==> src/rtl/hazard_scoreboard_if.sv <==
// ---------------------------------------------------------------------------
// hazard_scoreboard_if
//   Bundle between the ID stage of the pipelined core and the hazard
//   scoreboard.
//
//   ID -> scoreboard : id_valid, id_src, id_waddr, id_regwrite, id_memread,
//                      flush, hold
//   scoreboard -> ID : stall, ex_fwd_sel, id_bypass
//
//   master : the core side (drives the ID instruction and pipeline controls)
//   slave  : the scoreboard
// ---------------------------------------------------------------------------
interface hazard_scoreboard_if #(
    parameter int NSRC    = 2,
    parameter int REGBITS = 5,
    parameter int NSTAGES = 3
);
    localparam int SELW = $clog2(NSTAGES + 1);

    logic                    id_valid;
    logic [NSRC*REGBITS-1:0] id_src;
    logic [REGBITS-1:0]      id_waddr;
    logic                    id_regwrite;
    logic                    id_memread;
    logic                    flush;
    logic                    hold;
    logic                    stall;
    logic [NSRC*SELW-1:0]    ex_fwd_sel;
    logic [NSRC-1:0]         id_bypass;

    modport master (
        output id_valid, id_src, id_waddr, id_regwrite, id_memread, flush, hold,
        input  stall, ex_fwd_sel, id_bypass
    );

    modport slave (
        input  id_valid, id_src, id_waddr, id_regwrite, id_memread, flush, hold,
        output stall, ex_fwd_sel, id_bypass
    );
endinterface

==> src/rtl/hazard_scoreboard.sv <==
// ---------------------------------------------------------------------------
// hazard_scoreboard
//   Shadow of the post-ID pipeline (destination, writer flag, load flag per
//   stage) used to derive load-use stalls, EX operand forward selects and ID
//   regfile bypasses for the pipelined MIPS core.
//
//   Ports:
//     clk    : clock, all state updates on the rising edge
//     reset  : asynchronous, active-low; clears every stage entry
//     hz     : hazard_scoreboard_if.slave
//              in : id_valid, id_src, id_waddr, id_regwrite, id_memread,
//                   flush, hold
//              out: stall, ex_fwd_sel, id_bypass (all combinational)
//
//   Stage 1 is EX, stage NSTAGES is the regfile write stage.
// ---------------------------------------------------------------------------
module hazard_scoreboard #(
    parameter int NSTAGES    = 3,
    parameter int NSRC       = 2,
    parameter int REGBITS    = 5,
    parameter int LOAD_READY = 3
) (
    input  logic               clk,
    input  logic               reset,
    hazard_scoreboard_if.slave hz
);
    localparam int SELW = $clog2(NSTAGES + 1);

    // Per-stage entries; index s is the pipeline stage (1 = EX)
    logic [NSTAGES:1]              valid_q, valid_d;
    logic [NSTAGES:1]              load_q,  load_d;
    logic [NSTAGES:1][REGBITS-1:0] waddr_q, waddr_d;
    // Source operands of the instruction currently in EX
    logic [NSRC-1:0][REGBITS-1:0]  src_q,   src_d;

    logic                          stall_raw;
    logic                          stall_c;
    logic                          take;
    logic [NSRC-1:0][SELW-1:0]     fwd_c;
    logic [NSRC-1:0]               byp_c;
    logic [REGBITS-1:0]            id_rd;
    int                            ym;
    logic                          ym_load;

    // Hazard detection: every search runs oldest-to-youngest so the youngest
    // (lowest-numbered) matching stage is the one left in the result.
    always_comb begin
        stall_raw = 1'b0;
        fwd_c     = '0;
        byp_c     = '0;
        id_rd     = '0;
        ym        = 0;
        ym_load   = 1'b0;
        for (int i = 0; i < NSRC; i++) begin
            id_rd   = hz.id_src[i*REGBITS +: REGBITS];
            ym      = 0;
            ym_load = 1'b0;
            for (int s = NSTAGES - 1; s >= 1; s--) begin
                if (id_rd != '0 && valid_q[s] && waddr_q[s] == id_rd) begin
                    ym      = s;
                    ym_load = load_q[s];
                end
            end
            // A load at stage s is one advance away from s+1 when the
            // consumer reaches EX; it must already be forwardable there.
            if (ym != 0 && ym_load && (ym + 1) < LOAD_READY) begin
                stall_raw = 1'b1;
            end
            // Bypass only when the write stage is the youngest producer.
            if (hz.id_valid && ym == 0 && id_rd != '0 &&
                valid_q[NSTAGES] && waddr_q[NSTAGES] == id_rd) begin
                byp_c[i] = 1'b1;
            end
            for (int s = NSTAGES; s >= 2; s--) begin
                if (src_q[i] != '0 && valid_q[s] && waddr_q[s] == src_q[i]) begin
                    fwd_c[i] = SELW'(s);
                end
            end
        end
        stall_c = stall_raw & hz.id_valid & ~hz.flush & ~hz.hold;
    end

    // Next state: shift toward the write stage, insert the ID instruction
    // or a bubble at EX. A bubble carries zero sources so it never forwards.
    always_comb begin
        take    = hz.id_valid & ~stall_c & ~hz.flush;
        valid_d = valid_q;
        load_d  = load_q;
        waddr_d = waddr_q;
        for (int s = NSTAGES; s >= 2; s--) begin
            valid_d[s] = valid_q[s-1];
            load_d[s]  = load_q[s-1];
            waddr_d[s] = waddr_q[s-1];
        end
        valid_d[1] = take & hz.id_regwrite;
        load_d[1]  = take & hz.id_memread;
        waddr_d[1] = take ? hz.id_waddr : '0;
        src_d      = take ? hz.id_src   : '0;
    end

    always_ff @(posedge clk or negedge reset) begin
        if (!reset) begin
            valid_q <= '0;
            load_q  <= '0;
            waddr_q <= '0;
            src_q   <= '0;
        end else if (!hz.hold) begin
            valid_q <= valid_d;
            load_q  <= load_d;
            waddr_q <= waddr_d;
            src_q   <= src_d;
        end
    end

    assign hz.stall      = stall_c;
    assign hz.ex_fwd_sel = fwd_c;
    assign hz.id_bypass  = byp_c;
endmodule

==> src/flat_wrapper.sv <==
// flat-port wrapper written by rule: the top's interface ports become plain ports
module hazard_scoreboard_flat 
#(
    parameter int NSTAGES    = 3,
    parameter int NSRC       = 2,
    parameter int REGBITS    = 5,
    parameter int LOAD_READY = 3
)
  (clk, reset, hz_id_valid, hz_id_src, hz_id_waddr, hz_id_regwrite, hz_id_memread, hz_flush, hz_hold, hz_stall, hz_ex_fwd_sel, hz_id_bypass);
  hazard_scoreboard_if #(.NSRC(NSRC), .REGBITS(REGBITS), .NSTAGES(NSTAGES)) hz_i ();
  input  logic clk;
  input  logic reset;
  input wire logic [$bits(hz_i.id_valid)-1:0] hz_id_valid;
  input wire logic [$bits(hz_i.id_src)-1:0] hz_id_src;
  input wire logic [$bits(hz_i.id_waddr)-1:0] hz_id_waddr;
  input wire logic [$bits(hz_i.id_regwrite)-1:0] hz_id_regwrite;
  input wire logic [$bits(hz_i.id_memread)-1:0] hz_id_memread;
  input wire logic [$bits(hz_i.flush)-1:0] hz_flush;
  input wire logic [$bits(hz_i.hold)-1:0] hz_hold;
  output wire logic [$bits(hz_i.stall)-1:0] hz_stall;
  output wire logic [$bits(hz_i.ex_fwd_sel)-1:0] hz_ex_fwd_sel;
  output wire logic [$bits(hz_i.id_bypass)-1:0] hz_id_bypass;
  assign hz_i.id_valid = hz_id_valid;
  assign hz_i.id_src = hz_id_src;
  assign hz_i.id_waddr = hz_id_waddr;
  assign hz_i.id_regwrite = hz_id_regwrite;
  assign hz_i.id_memread = hz_id_memread;
  assign hz_i.flush = hz_flush;
  assign hz_i.hold = hz_hold;
  assign hz_stall = hz_i.stall;
  assign hz_ex_fwd_sel = hz_i.ex_fwd_sel;
  assign hz_id_bypass = hz_i.id_bypass;
  hazard_scoreboard #(.NSTAGES(NSTAGES), .NSRC(NSRC), .REGBITS(REGBITS), .LOAD_READY(LOAD_READY)) u_core (.clk(clk), .reset(reset), .hz(hz_i));
endmodule
==> config.mk <==
export PLATFORM = sky130hd
export DESIGN_NAME = hazard_scoreboard_flat
export DESIGN_NICKNAME = d
export VERILOG_FILES = /design/src/rtl/hazard_scoreboard_if.sv /design/src/rtl/hazard_scoreboard.sv /design/src/flat_wrapper.sv
export SDC_FILE = /design/constraint.sdc
export NUM_CORES = 1
export LEC_CHECK = 0
export BUFFER_PORTS_ARGS = -buffer_cell sky130_fd_sc_hd__buf_4
export CORE_MARGIN = 3
export CORE_UTILIZATION = 57
export CTS_CLUSTER_DIAMETER = 50
export DETAILED_ROUTE_END_ITERATION = 10
export PLACE_DENSITY = 0.8
export SYNTH_ARGS = -nofsm -noshare
export SYNTH_HDL_FRONTEND = slang
export SYNTH_SLANG_ARGS = --single-unit
==> constraint.sdc <==
create_clock -name clk -period 2.6 [get_ports clk]
set_input_delay 0.52 -clock clk [delete_from_list [all_inputs] [get_ports clk]]
set_output_delay 0.52 -clock clk [all_outputs]
set_load 0.02 [all_outputs]
## Word level (Yosys, flattened, before mapping)

Index checks and enable logic that the tools add are counted.

- Add/sub/neg operators: 2
- Order comparisons: 2
- Equal/unequal tests: 10
- Muxes and demuxes: 18
- Bitwise logic cells: 10
- Reductions and logical operators: 36

Operators by type and width:

| cell | count |
|---|---|
| $logic_not 32->1 | 2 |
| $lt 32x3->1 const B | 2 |
| $reduce_bool 32->1 | 2 |
| $eq 5x5->1 | 10 |
| $add 32x2->32 const B | 1 |
| $mux 32 | 1 |
| $logic_and 1x1->1 | 28 |
| $reduce_bool 5->1 | 4 |
| $mux 2 | 7 |
| $mux 10 | 1 |
| $mux 1 | 8 |
| $and 1x1->1 | 7 |
| $mux 5 | 1 |
| $add 2x1->3 const B | 1 |
| $not 1->1 | 3 |

- Flip-flop bits (word level): 30
- Logic and storage cells: 85

## Longest topological paths before layout

Gate-level depths: netlist of the first run.

- Depth after elaboration: 17
- Gate-level depth with buffers: 7

## Least setup slack after synthesis of the first run

OpenSTA, ideal clock, no wires.

- Path kind: input-to-output
- Start point: input hz_id_src[6]
- End point: output hz_stall
- Arrival time: 1,834 ps
- Required time: 2,080 ps
- Setup slack: 246 ps
- Stages: 6
- Path buffers: 1
- Cell sequence: clkbuf_8 > xor2_1 > nor4_1 > o2111ai_2 > a21boi_4 > and2_1

- Longest elaborated chain between the ends: 12
- Elaborated cells on any way between the ends: 20
- Those cells by class: 1 x add/sub; 1 x order compare; 2 x eq/ne; 5 x mux; 3 x bitwise; 8 x reduce/logical

Ends and longest elaborated chain:

| what | RTL line | text |
|---|---|---|
| from (decl) | flat_wrapper.sv:14 | `input wire logic [$bits(hz_i.id_src)-1:0] hz_id_src;` |
| $reduce_bool 5->1 | hazard_scoreboard.sv:59 | `if (id_rd != '0 && valid_q[s] && waddr_q[s] == id_rd) begin` |
| $logic_and 1x1->1 (2 in series) | hazard_scoreboard.sv:59 |  |
| $mux 2 (2 in series) | hazard_scoreboard.sv:59 |  |
| $add 2x1->3 or $reduce_bool 32->1 (tied branches) | hazard_scoreboard.sv:66 | `if (ym != 0 && ym_load && (ym + 1) < LOAD_READY) begin` |
| $lt 32x3->1 or $logic_and 1x1->1 (tied branches) | hazard_scoreboard.sv:66 |  |
| $logic_and 1x1->1 (*) | hazard_scoreboard.sv:66 |  |
| $mux 1 (*) | hazard_scoreboard.sv:66 |  |
| $and 1x1->1 (*) (3 in series) | hazard_scoreboard.sv:80 | `stall_c = stall_raw & hz.id_valid & ~hz.flush & ~hz.hold;` |
| to (decl) | flat_wrapper.sv:20 | `output wire logic [$bits(hz_i.stall)-1:0] hz_stall;` |

Mark *: on every way between the ends. The rest lies on a longest branch, timed or not.

## Worst setup path in the final report of the first run

- Start point: register u_core.waddr_q (netlist bit u_core.waddr_d[6])
- End point: output hz_stall

- Longest elaborated chain between the ends: 11
- Elaborated cells on any way between the ends: 23
- Those cells by class: 2 x add/sub; 2 x order compare; 2 x eq/ne; 6 x mux; 3 x bitwise; 8 x reduce/logical

Ends and longest elaborated chain:

| what | RTL line | text |
|---|---|---|
| from (decl) | hazard_scoreboard.sv:32 | `logic [NSTAGES:1][REGBITS-1:0] waddr_q, waddr_d;` |
| from (signal assigned) | hazard_scoreboard.sv:110 | `waddr_q <= waddr_d;` |
| $eq 5x5->1 | hazard_scoreboard.sv:59 |  |
| $logic_and 1x1->1 | hazard_scoreboard.sv:59 |  |
| $mux 32 | hazard_scoreboard.sv:59 |  |
| $add 32x2->32 or $reduce_bool 32->1 (tied branches) | hazard_scoreboard.sv:66 |  |
| $lt 32x3->1 or $logic_and 1x1->1 (tied branches) | hazard_scoreboard.sv:66 |  |
| $logic_and 1x1->1 | hazard_scoreboard.sv:66 |  |
| $mux 1 | hazard_scoreboard.sv:66 |  |
| $mux 1 (*) | hazard_scoreboard.sv:66 |  |
| $and 1x1->1 (*) (3 in series) | hazard_scoreboard.sv:80 |  |

Marked as above.

==> parameters.txt, run 1 <==
Parameter                              Value

Routing
  Via-per-instance ratio ... ~5.6
  Wire length per cell after detailed routing ... about 16 microns
  Vias ... around 1500
  Iteration-0 DRC Markers ... 47
  Count of nets left with antenna violations after detail routing ... 0
  Total length of routed wires ... 4.24 mm
  Total DRC errors in the routed layout ... 0
  Initial DRT Pass Iterations ... 4

Die
  Die X ... between 60 and 70 microns
  Starting utilization of the core area ... between 60 and 70%
  Die boundary height ... approximately 64 microns
  Site Rows ... 20
  Number of I/O pins ... 29
  Total Die Area ... a little over 4000 sq um
  Total core area ... roughly 3200 sq um

Timing
  Shortest period the worst path allows ... around 2.5 ns
  Max Slew Vio Count ... 0
  Number of endpoints failing setup at the final stage ... 0
  Max-Slew Margin vs Limit ... between 70 and 80%
  Final critical-path share of the clock period ... 95.6%
  Final hold violation count ... 0
  Clock Skews ... 0.0100 ns
  Highest attainable clock frequency ... ~400 MHz
  Worst slew pin tran ... 0.365 ns
  Aggregate negative setup slack ... 0 ns
  Worst Hold Slack ... 0.0941 ns
  Post-route worst setup slack ... 0.114 ns

Final layout
  Commonest cells after routing, fill and taps aside ... sky130_fd_sc_hd__nand2_1 (35), sky130_fd_sc_hd__buf_4 (33), sky130_fd_sc_hd__dfrtp_1 (29)
  Nets@finish ... around 240
  P&R area growth vs syn ... 13.3%
  Multi-input gate area in the final layout ... roughly 1100 sq um
  Most common library cell in the layout ignoring fill and taps ... sky130_fd_sc_hd__nand2_1
  ANT cells ... 0
  Sequential cell area ... between 700 and 800 sq um
  Fraction of layout cells with a size suffix above 1 ... roughly 32%
  Fill cell instance count of the final layout ... approximately 260

Critical path
  Required arrival time at the worst endpoint ... approximately 2.1 ns
  Type of the worst setup path ... flop to primary output
  Worst EP arrival ... ~2 ns
  Critical path's slowest cell ... sky130_fd_sc_hd__dfrtp_1
  Series of cell instances along the critical path ... xor2_1 -> nor4_2 -> o2111ai_2 -> a21boi_4 -> and2_4 -> buf_4
  Type of destination of the critical path ... primary output
  Startpoint type of the worst setup path ... flop
  Stage delay of the slowest cell on the critical path ... about 0.46 ns
  Highest fanout seen on the critical path ... 4

Yosys
  Sequential cell area fraction in the yosys report ... a little under two fifths
  Top flip-flop cell by instance count after synthesis ... sky130_fd_sc_hd__dfrtp_1
  Mux share of post-synthesis cell area ... 6.97%
  Area share of and/or/nand/nor cells after synthesis ... between 10% and 20%
  Average footprint of a synthesized cell ... between 9 and 10 sq um
  Library cell with the largest summed area after synthesis ... sky130_fd_sc_hd__dfrtp_1
  Leading cell types by total area after synthesis ... sky130_fd_sc_hd__dfrtp_1 (37%), sky130_fd_sc_hd__xnor2_1 (13%), sky130_fd_sc_hd__xor2_1 (9.9%)
  Complex-gate fraction of the synthesized area ... 8.39%
  Post-synthesis net count ... 220
  Main combinational cell family by area after synthesis ... XOR/XNOR gates
  Post-synthesis xor/xnor area fraction ... a little under a quarter
  Post-synthesis register bit count ... 29
  Syn Inst Count ... a little under 200
  Share of the synthesized area in the top cell type ... between 30% and 40%
  Arithmetic-cell share of the synthesized area counting full adders, half adders and majority gates ... 0%
  Proportion of synthesized flip-flops having asynchronous set or reset ... 100%
  Area of the mapped netlist ... slightly below 2000 sq um
  Number of flops mapped to enable cells by yosys ... 0
  Total number of yosys warnings ... 0
  Number of unique standard cell types used by synthesis ... 30

Place
  Setup slack at placement ... ~0.20 ns
  Number of buffer cells added on primary ports ... 28
  Half-perimeter wire length after placement ... ~3.1 mm
  Final GP Congestion ... approximately 0.87

Global routing
  Pin count of the biggest net entering global routing ... 31
  Antenna violations before repair ... 0
  Wire length of the first global-routing pass ... 7.31 mm
  Via count of the first global-routing pass ... approximately 1600
  Leftover overflow at the end of global routing ... 0
  GRT Resource Usage Total ... between 20% and 30%

CTS
  Hold buffer count at CTS ... 0
  Clock slew seen by the registers of the worst setup and hold paths ... approximately 0.10 ns
  Number of levels the H-tree was split into ... 2
  Cts bufs inserted ... 5
  TritonCTS Sinks ... 29
  Worst-skew pair later-pin latency ... ~0.33 ns
  Buffer type at the clock tree root ... sky130_fd_sc_hd__clkbuf_4
  Maximum buffer depth of the clock tree ... 2
  CTS tree ... done

Power and ir drop
  Static leakage ... between 0.0009 and 0.001 uW
  Total power divided by cell area ... just under 500 nW/um^2
  Total power of the final layout ... 1070 uW
  Worst-case vdd ir drop ... 0.365 mV

Status
  Result of the run ... complete, no violations

Min path
  Type of the tightest min-delay check ... input pin to asynchronous set/reset pin

Run
  # Max-Cap Violations ... 0
## Yosys cell counts (all sizes together), types with 2 or more instances
library cell   n
buf            6
clkbuf         9
dfrtp         29
mux2          12
nand2         35
nand3          3
nand4          7
nor2           4
nor2b          2
nor3           2
nor4           7
o21ai         17
or2            2
or4            5
xnor2         28
xor2          22
## sequential cells by signal, indices dropped and copies added (netlist names)
name            count
u_core.load_q       1
u_core.src_q       10
u_core.valid_q      3
u_core.waddr_d     10
u_core.waddr_q      5
## final cells by class
| cell class | count | area share [%] |
|---|---|---|
| well taps | 44 | 2.51 |
| clock buffers | 7 | 2.96 |
| repair buffers | 33 | 11.3 |
| clock inverters | 1 | 0.228 |
| multi-input cells | 152 | 50.0 |
| flip-flops and latches | 29 | 33.0 |
## metal layers
metal  GRT usage, %  part of all wire (%)  vias up
li1               -                     -      716
met1           25.5                    40      709
met2           39.2                    51       46
met3           6.68                   6.4       15
met4           14.0                   3.0        0
met5              0                     0        -
## logic make-up (layout without fill, tap and decap cells)
group,count (synthesis),after routing
AOI/OAI and AO/OA,20,20
xor gates and xnor gates,50,50
buffers and inverters,17,41
DFF,29,29
muxes,12,12
and+or+nand+nor,70,70
## stage by stage
stage	cells	instance area, sq um	util (%)
global route	266	2200	69.6
CTS	263	2160	68.6
finish	266	2200	69.6
detailed placement	255	2090	66.3
global placement	255	2090	66.3
floorplan	198	1940	-
## worst max-delay path: cells and delay by family, from the launching register on
kind            cells  cell delay, ns
xor+xnor            1            0.20
simple gates        2            0.46
buf+inv             1            0.13
flops               1            0.46
compound gates      2            0.39
## power by group
group	switching (uW)	leakage, uW	total [uW]	internal [uW]
clock	155	0.0000413	311	156
sequential	60.6	0.000391	541	481
combinational	96.8	0.000557	213	116
total	312	0.000990	1070	754
## final timing paths
kind | start | endpoint | slack (ns) | depth (start not counted)
max | u_core.waddr_d[6] | hz_stall | 0.11 | 6
min in group clk | hz_id_memread | u_core.load_q[1] | 0.43 | 3
max in group asynchronous | reset | u_core.waddr_d[13] | 2.23 | 1
min reg2reg | u_core.load_q[1] | u_core.load_q[1] | 0.50 | 2
min | reset | u_core.waddr_q[14] | 0.09 | 1
max reg2reg | u_core.waddr_d[6] | u_core.src_q[1] | 0.71 | 6
## what timing repair did
action | CTS | global route
buffers inserted | 0 | 3
setup endpoints to repair | 0 | 2
resized for setup | 0 | 3
No activity file was read; power rests on OpenSTA's default activity.
==> run 2: changes to the inputs <==
--- a/config.mk
+++ b/config.mk
@@ -8,9 +8,10 @@
 export BUFFER_PORTS_ARGS = -buffer_cell sky130_fd_sc_hd__buf_4
 export CORE_MARGIN = 3
 export CORE_UTILIZATION = 57
+export CTS_BUF_LIST = sky130_fd_sc_hd__clkbuf_16
 export CTS_CLUSTER_DIAMETER = 50
 export DETAILED_ROUTE_END_ITERATION = 10
-export PLACE_DENSITY = 0.8
+export PLACE_DENSITY = 0.85
 export SYNTH_ARGS = -nofsm -noshare
 export SYNTH_HDL_FRONTEND = slang
 export SYNTH_SLANG_ARGS = --single-unit
==> parameters.txt, run 2 (synthesized netlist as in run 1, its figures left out) <==
Parameter                              Value

Status
  Result of the run ... complete, no violations

CTS
  Number of levels the H-tree was split into ... 2 (unchanged)
  Buffer count from post-CTS setup fixing ... 0 (unchanged)
  CTS tree ... done
  Buffer type at the clock tree root ... sky130_fd_sc_hd__clkbuf_16
  Clock slew seen by the registers of the worst setup and hold paths ... 0.05 ns (-0.05 ns)
  Worst-skew pair later-pin latency ... 0.27 ns (-0.06 ns)
  Cts bufs inserted ... 5 (unchanged)
  TritonCTS Sinks ... 29 (unchanged)
  Maximum buffer depth of the clock tree ... 2 (unchanged)

Place
  Half-perimeter wire length after placement ... 2.97 mm (-5.3%)
  Number of buffer cells added on primary ports ... 28 (unchanged)
  Number of cells after detailed placement ... 255 (unchanged)
  Standard cell area after detailed placement ... 2090 sq um (unchanged)
  Final GP Congestion ... 0.794 (-8.8%)

Routing
  Vias ... 1457 (-2.0%)
  Initial DRT Pass Iterations ... 4 (unchanged)
  Total length of routed wires ... 4.24 mm (about the same)
  Count of nets left with antenna violations after detail routing ... 0 (unchanged)
  Via-per-instance ratio ... 5.54 (-0.83%)
  Wire length per cell after detailed routing ... 16.1 microns (+1.1%)
  Total DRC errors in the routed layout ... 0 (unchanged)
  Iteration-0 DRC Markers ... 32 (-32%)

Critical path
  Reg2Reg Setup Slack ... 0.72 ns (about the same)
  Cell depth of the worst flop-to-flop path ... 6 (unchanged)
  Launch instance of the worst register-to-register path ... u_core.waddr_d[6]
  Startpoint type of the worst setup path ... flop
  Type of destination of the critical path ... primary output
  Stage delay of the slowest cell on the critical path ... 0.54 ns (+0.08 ns)
  Critical R2R Capture ... u_core.src_q[3]
  Critical path's top delay family ... simple AND/OR/NAND/NOR gates
  Required arrival time at the worst endpoint ... 2.08 ns (about the same)
  Number of buffers and inverters on the critical path ... 1 (unchanged)
  Type of the worst setup path ... flop to primary output
  Critical path's slowest cell ... sky130_fd_sc_hd__or4_1
  Highest fanout seen on the critical path ... 4 (unchanged)
  Worst EP arrival ... 1.93 ns (-0.04 ns)
  Series of cell instances along the critical path ... or4_1 -> nor2_1 -> nor4_1 -> or2_2 -> buf_4

Final layout
  ANT cells ... 0 (unchanged)
  Commonest cells after routing, fill and taps aside ... sky130_fd_sc_hd__nand2_1 (35), sky130_fd_sc_hd__buf_4 (30), sky130_fd_sc_hd__dfrtp_1 (29)
  Fraction of layout cells with a size suffix above 1 ... 29.2% (-3.2 points)
  Post-route cell area ... 2230 sq um (+1.8%)
  Post-route insts no fill ... 263 (-1.1%)
  P&R area growth vs syn ... 15.3%
  Nets@finish ... 240 (-1.2%)
  Most common library cell in the layout ignoring fill and taps ... sky130_fd_sc_hd__nand2_1

Timing
  Shortest period the worst path allows ... 2.45 ns (-0.0359 ns)
  Setup repair after global routing missed its margin ... false
  Aggregate negative setup slack ... 0 ns (unchanged)
  Final critical-path share of the clock period ... 94.2% (-1.4 points)
  Worst slew pin tran ... 0.377 ns (+0.0122 ns)
  Number of endpoints failing setup at the final stage ... 0 (unchanged)
  Highest attainable clock frequency ... 408 MHz (+1.5%)
  Max-Slew Margin vs Limit ... 74.8% (-0.81 points)
  Clock Skews ... 0.00245 ns (-0.00758 ns)
  Final hold violation count ... 0 (unchanged)
  Max Slew Vio Count ... 0 (unchanged)

Min path
  Type of the tightest min-delay check ... input pin to asynchronous set/reset pin

Run
  # Max-Cap Violations ... 0 (unchanged)

Global routing
  Pin count of the biggest net entering global routing ... 31 (unchanged)
  GRT Resource Usage Total ... 23.4% (+0.24 points)
  Wire length of the first global-routing pass ... 7.31 mm (unchanged)
  Leftover overflow at the end of global routing ... 0 (unchanged)
  Via count of the first global-routing pass ... 1504 (-4.1%)
  Antenna violations before repair ... 0 (unchanged)

Die
  Starting utilization of the core area ... 61.5% (unchanged)
  Site Rows ... 20 (unchanged)
  Die boundary height ... 64.3 microns (unchanged)
  Die X ... 64.3 microns (unchanged)
  Total core area ... 3150 sq um (unchanged)
  Total Die Area ... 4140 sq um (unchanged)
  Number of I/O pins ... 29 (unchanged)

Power and ir drop
  Static leakage ... 0.00101 uW (+1.9%)
  Total power of the final layout ... 1280 uW (+20%)
  Worst-case vdd ir drop ... 0.527 mV (+44%)
  Total power divided by cell area ... 574 nW/um^2 (+18%)
run 2: changes by cell type in the layout (fill, tap and decap cells not counted):
cell	previous run	this run
sky130_fd_sc_hd__clkbuf_8	2	0
sky130_fd_sc_hd__clkbuf_4	5	0
sky130_fd_sc_hd__nor2_1	3	4
sky130_fd_sc_hd__and2_1	0	1
sky130_fd_sc_hd__clkinv_2	1	0
sky130_fd_sc_hd__buf_4	33	30
sky130_fd_sc_hd__and2_4	1	0
sky130_fd_sc_hd__nor2_2	1	0
sky130_fd_sc_hd__clkbuf_16	0	5
sky130_fd_sc_hd__inv_1	0	3
run 2: area by class of cell:
type / count / area, sq um
multi-input cells: 152 / 1090
well taps: 44 / 55.1
repair buffers: 30 / 225
clock buffers: 5 / 125
flip-flops and latches: 29 / 726
fillers: 280 / 918
clock inverters: 3 / 11.3
run 2: metal layers:
| metal | global-route usage (%) | vias to the layer above | wire length, microns |
|---|---|---|---|
| met5 | 0 | - | 0 |
| met4 | 9.76 | 0 | 95 |
| met3 | 5.98 | 7 | 146 |
| met2 | 37.9 | 33 | 2090 |
| met1 | 29.6 | 713 | 1910 |
| li1 | - | 704 | - |
run 2: timing repair:
action	CTS	global route
gates resized for setup	0	1
hold buffers	0	0
setup endpoints to repair	0	1
hold endpoints to repair	0	0
run 2: through the flow:
| stage | utilization (%) | setup slack (ns) | hold slack, ns |
|---|---|---|---|
| global placement | 66.3 | 0.228 | 0.463 |
| finish | 70.9 | 0.150 | 0.166 |
| CTS | 70.7 | 0.133 | 0.172 |
| global route | 70.9 | 0.00847 | 0.183 |
| detailed placement | 66.3 | 0.207 | 0.463 |
| floorplan | - | 0.246 | 0.224 |
run 2: how the worst max path moves through the flow:
stage / start / end / slack (ns) / depth (start not counted)
floorplan: hz_id_src[6] / hz_stall / 0.25 / 6
global placement: hz_id_src[5] / hz_stall / 0.23 / 6
detailed placement: hz_id_src[5] / hz_stall / 0.21 / 6
CTS: u_core.src_q[0] / hz_ex_fwd_sel[1] / 0.13 / 5
global route: u_core.src_q[3] / hz_ex_fwd_sel[1] / 0.008 / 5
finish: u_core.src_q[0] / hz_ex_fwd_sel[1] / 0.15 / 5
run 2: where the power goes:
group / switching, uW / leakage, uW / internal (uW)
Clock: 188 / 0.0000776 / 342
Combinational: 94.4 / 0.000540 / 113
Sequential: 61.8 / 0.000391 / 483
==> run 3: changes to the inputs <==
--- a/config.mk
+++ b/config.mk
@@ -12,6 +12,7 @@
 export CTS_CLUSTER_DIAMETER = 50
 export DETAILED_ROUTE_END_ITERATION = 10
 export PLACE_DENSITY = 0.85
+export SETUP_SLACK_MARGIN = 0.2
 export SYNTH_ARGS = -nofsm -noshare
 export SYNTH_HDL_FRONTEND = slang
 export SYNTH_SLANG_ARGS = --single-unit
==> parameters.txt, run 3 (synthesized netlist as in run 1, its figures left out) <==
Parameter                              Value

Power and ir drop
  Share of power burned in the clock network ... 40.3% (-1.1 points)
  Share of power burned in combinational logic ... 18.1% (+1.9 points)
  Share of total power in sequential cells ... 41.5% (-1.0 points)
  Design internal power ... 958 uW (+2.1%)
  Total power of the final layout ... 1310 uW (+2.4%)
  Switching share of power ... 27.0% (+0.20 points)
  Worst-case vdd ir drop ... 0.514 mV (-2.4%)
  Static leakage ... 0.00106 uW (+4.9%)
  Net switching power figure ... 355 uW (+3.1%)
  Total power divided by cell area ... 558 nW/um^2 (-2.8%)

Place
  Final GP Congestion ... 0.794 (unchanged)
  Half-perimeter wire length after placement ... 2.97 mm (unchanged)
  Number of buffer cells added on primary ports ... 28 (unchanged)

Final layout
  Most common library cell in the layout ignoring fill and taps ... sky130_fd_sc_hd__buf_4
  P&R area growth vs syn ... 21.4%
  Fraction of layout cells with a size suffix above 1 ... 36.8% (+7.6 points)
  Nets@finish ... 249 (+3.8%)
  Commonest cells after routing, fill and taps aside ... sky130_fd_sc_hd__buf_4 (38), sky130_fd_sc_hd__nand2_1 (35), sky130_fd_sc_hd__xnor2_1 (27)
  ANT cells ... 0 (unchanged)

CTS
  CTS tree ... done
  Number of levels the H-tree was split into ... 2 (unchanged)
  Worst-skew pair later-pin latency ... 0.27 ns (about the same)
  Clock slew seen by the registers of the worst setup and hold paths ... 0.05 ns (about the same)
  Buffer type at the clock tree root ... sky130_fd_sc_hd__clkbuf_16
  TritonCTS Sinks ... 29 (unchanged)
  Cts bufs inserted ... 5 (unchanged)
  Maximum buffer depth of the clock tree ... 2 (unchanged)

Routing
  Initial DRT Pass Iterations ... 4 (unchanged)
  Count of nets left with antenna violations after detail routing ... 0 (unchanged)
  Total length of routed wires ... 4.53 mm (+6.8%)
  Via-per-instance ratio ... 5.61 (+1.2%)
  Total DRC errors in the routed layout ... 0 (unchanged)
  Vias ... 1525 (+4.7%)
  Iteration-0 DRC Markers ... 50 (+56%)
  Wire length per cell after detailed routing ... 16.6 microns (+3.3%)

Global routing
  Pin count of the biggest net entering global routing ... 31 (unchanged)
  Antenna violations before repair ... 0 (unchanged)
  Via count of the first global-routing pass ... 1550 (+3.1%)
  GRT Resource Usage Total ... 24.0% (+0.56 points)
  Met1 layer usage reported by global route ... 29.7% (+0.11 points)
  Most used routing layer in global routing ... met2
  Wire length of the first global-routing pass ... 7.49 mm (+2.5%)
  Met2 demand-to-capacity share in global routing ... 39.4% (+1.5 points)
  Leftover overflow at the end of global routing ... 0 (unchanged)
  Met3 usage ... 6.33% (+0.35 points)

Critical path
  Type of destination of the critical path ... primary output
  Worst EP arrival ... 1.88 ns (-0.05 ns)
  Highest fanout seen on the critical path ... 5 (+1)
  Stage delay of the slowest cell on the critical path ... 0.57 ns (+0.03 ns)
  Required arrival time at the worst endpoint ... 2.08 ns (about the same)
  Series of cell instances along the critical path ... buf_4 -> or4_1 -> o2111ai_2 -> a21boi_4 -> and2_1 -> buf_4
  Startpoint type of the worst setup path ... input pin
  Type of the worst setup path ... input pin to primary output
  Critical path's slowest cell ... sky130_fd_sc_hd__or4_1
  Most used cell, CP ... sky130_fd_sc_hd__buf_4
  Critical path's top delay family ... simple AND/OR/NAND/NOR gates
  Number of buffers and inverters on the critical path ... 2 (+1)

Timing
  Max-Slew Margin vs Limit ... 73.2% (-1.6 points)
  Highest attainable clock frequency ... 417 MHz (+2.1%)
  Final hold violation count ... 0 (unchanged)
  Final critical-path share of the clock period ... 92.3% (-1.9 points)
  Clock Skews ... 0.000893 ns (-0.00155 ns)
  Aggregate negative setup slack ... 0 ns (unchanged)
  Shortest period the worst path allows ... 2.40 ns (-0.0492 ns)
  Max Slew Vio Count ... 0 (unchanged)
  Worst slew pin tran ... 0.398 ns (+0.0209 ns)
  Number of endpoints failing setup at the final stage ... 0 (unchanged)
  Setup repair after global routing missed its margin ... true

Min path
  Type of the tightest min-delay check ... input pin to asynchronous set/reset pin

Die
  Die boundary height ... 64.3 microns (unchanged)
  Total Die Area ... 4140 sq um (unchanged)
  Site Rows ... 20 (unchanged)
  Number of I/O pins ... 29 (unchanged)
  Die X ... 64.3 microns (unchanged)
  Total core area ... 3150 sq um (unchanged)
  Starting utilization of the core area ... 61.5% (unchanged)

Run
  # Max-Cap Violations ... 0 (unchanged)

Status
  Result of the run ... complete, no violations
[run 3: worst paths after layout]
kind	to	start	slack [ns]	cells after the start
worst max-delay path	hz_stall	hz_id_src[5]	0.20	6
worst min-delay path	u_core.src_q[0]	reset	0.17	1
worst max register to register	u_core.src_q[3]	u_core.waddr_d[5]	0.74	6
worst min register to register	u_core.load_q[1]	u_core.load_q[1]	0.50	2
max in group asynchronous	u_core.waddr_d[6]	reset	2.14	1
min in group clk	u_core.waddr_d[6]	hz_id_waddr[1]	0.49	3
[run 3: area by class of cell]
cell class                 count  area [sq um]
multi-input combinational    152          1130
sequential                    29           731
clock inverter                 3          11.3
timing repair buffer          39           297
tap                           44          55.1
fill                         254           801
clock buffer                   5           125
[run 3: repair_timing]
action | CTS | global route
hold buffers | 0 | 0
setup endpoints to repair | 3 | 5
setup buffers | 2 | 7
gates cloned | 0 | 0
pin swaps | 0 | 4
resized for setup | 3 | 13
[run 3: layer usage]
metal  vias to the layer above  wire length (microns)
li1                        721                      -
met1                       729                   1850
met2                        60                   2200
met3                        15                    293
met4                         0                    176
met5                         -                      0
[run 3: power groups by stage]
stage	Clock [uW]	Sequential, uW	Combinational (uW)
floorplan	0	510	174
global placement	0	548	199
detailed placement	0	550	206
CTS	541	541	215
global route	568	548	262
finish	529	545	238
[run 3: metrics by stage]
stage                     area [sq um]  hold WS [ns]  setup WS, ns  cells  util (%)
after floorplan                   1940         0.224         0.246    198         -
after global placement            2090         0.463         0.228    255      66.3
after detailed placement          2090         0.463         0.207    255      66.3
after CTS                         2250         0.172         0.157    265      71.5
after global routing              2350         0.183         0.152    272      74.6
final                             2350         0.165         0.199    272      74.6
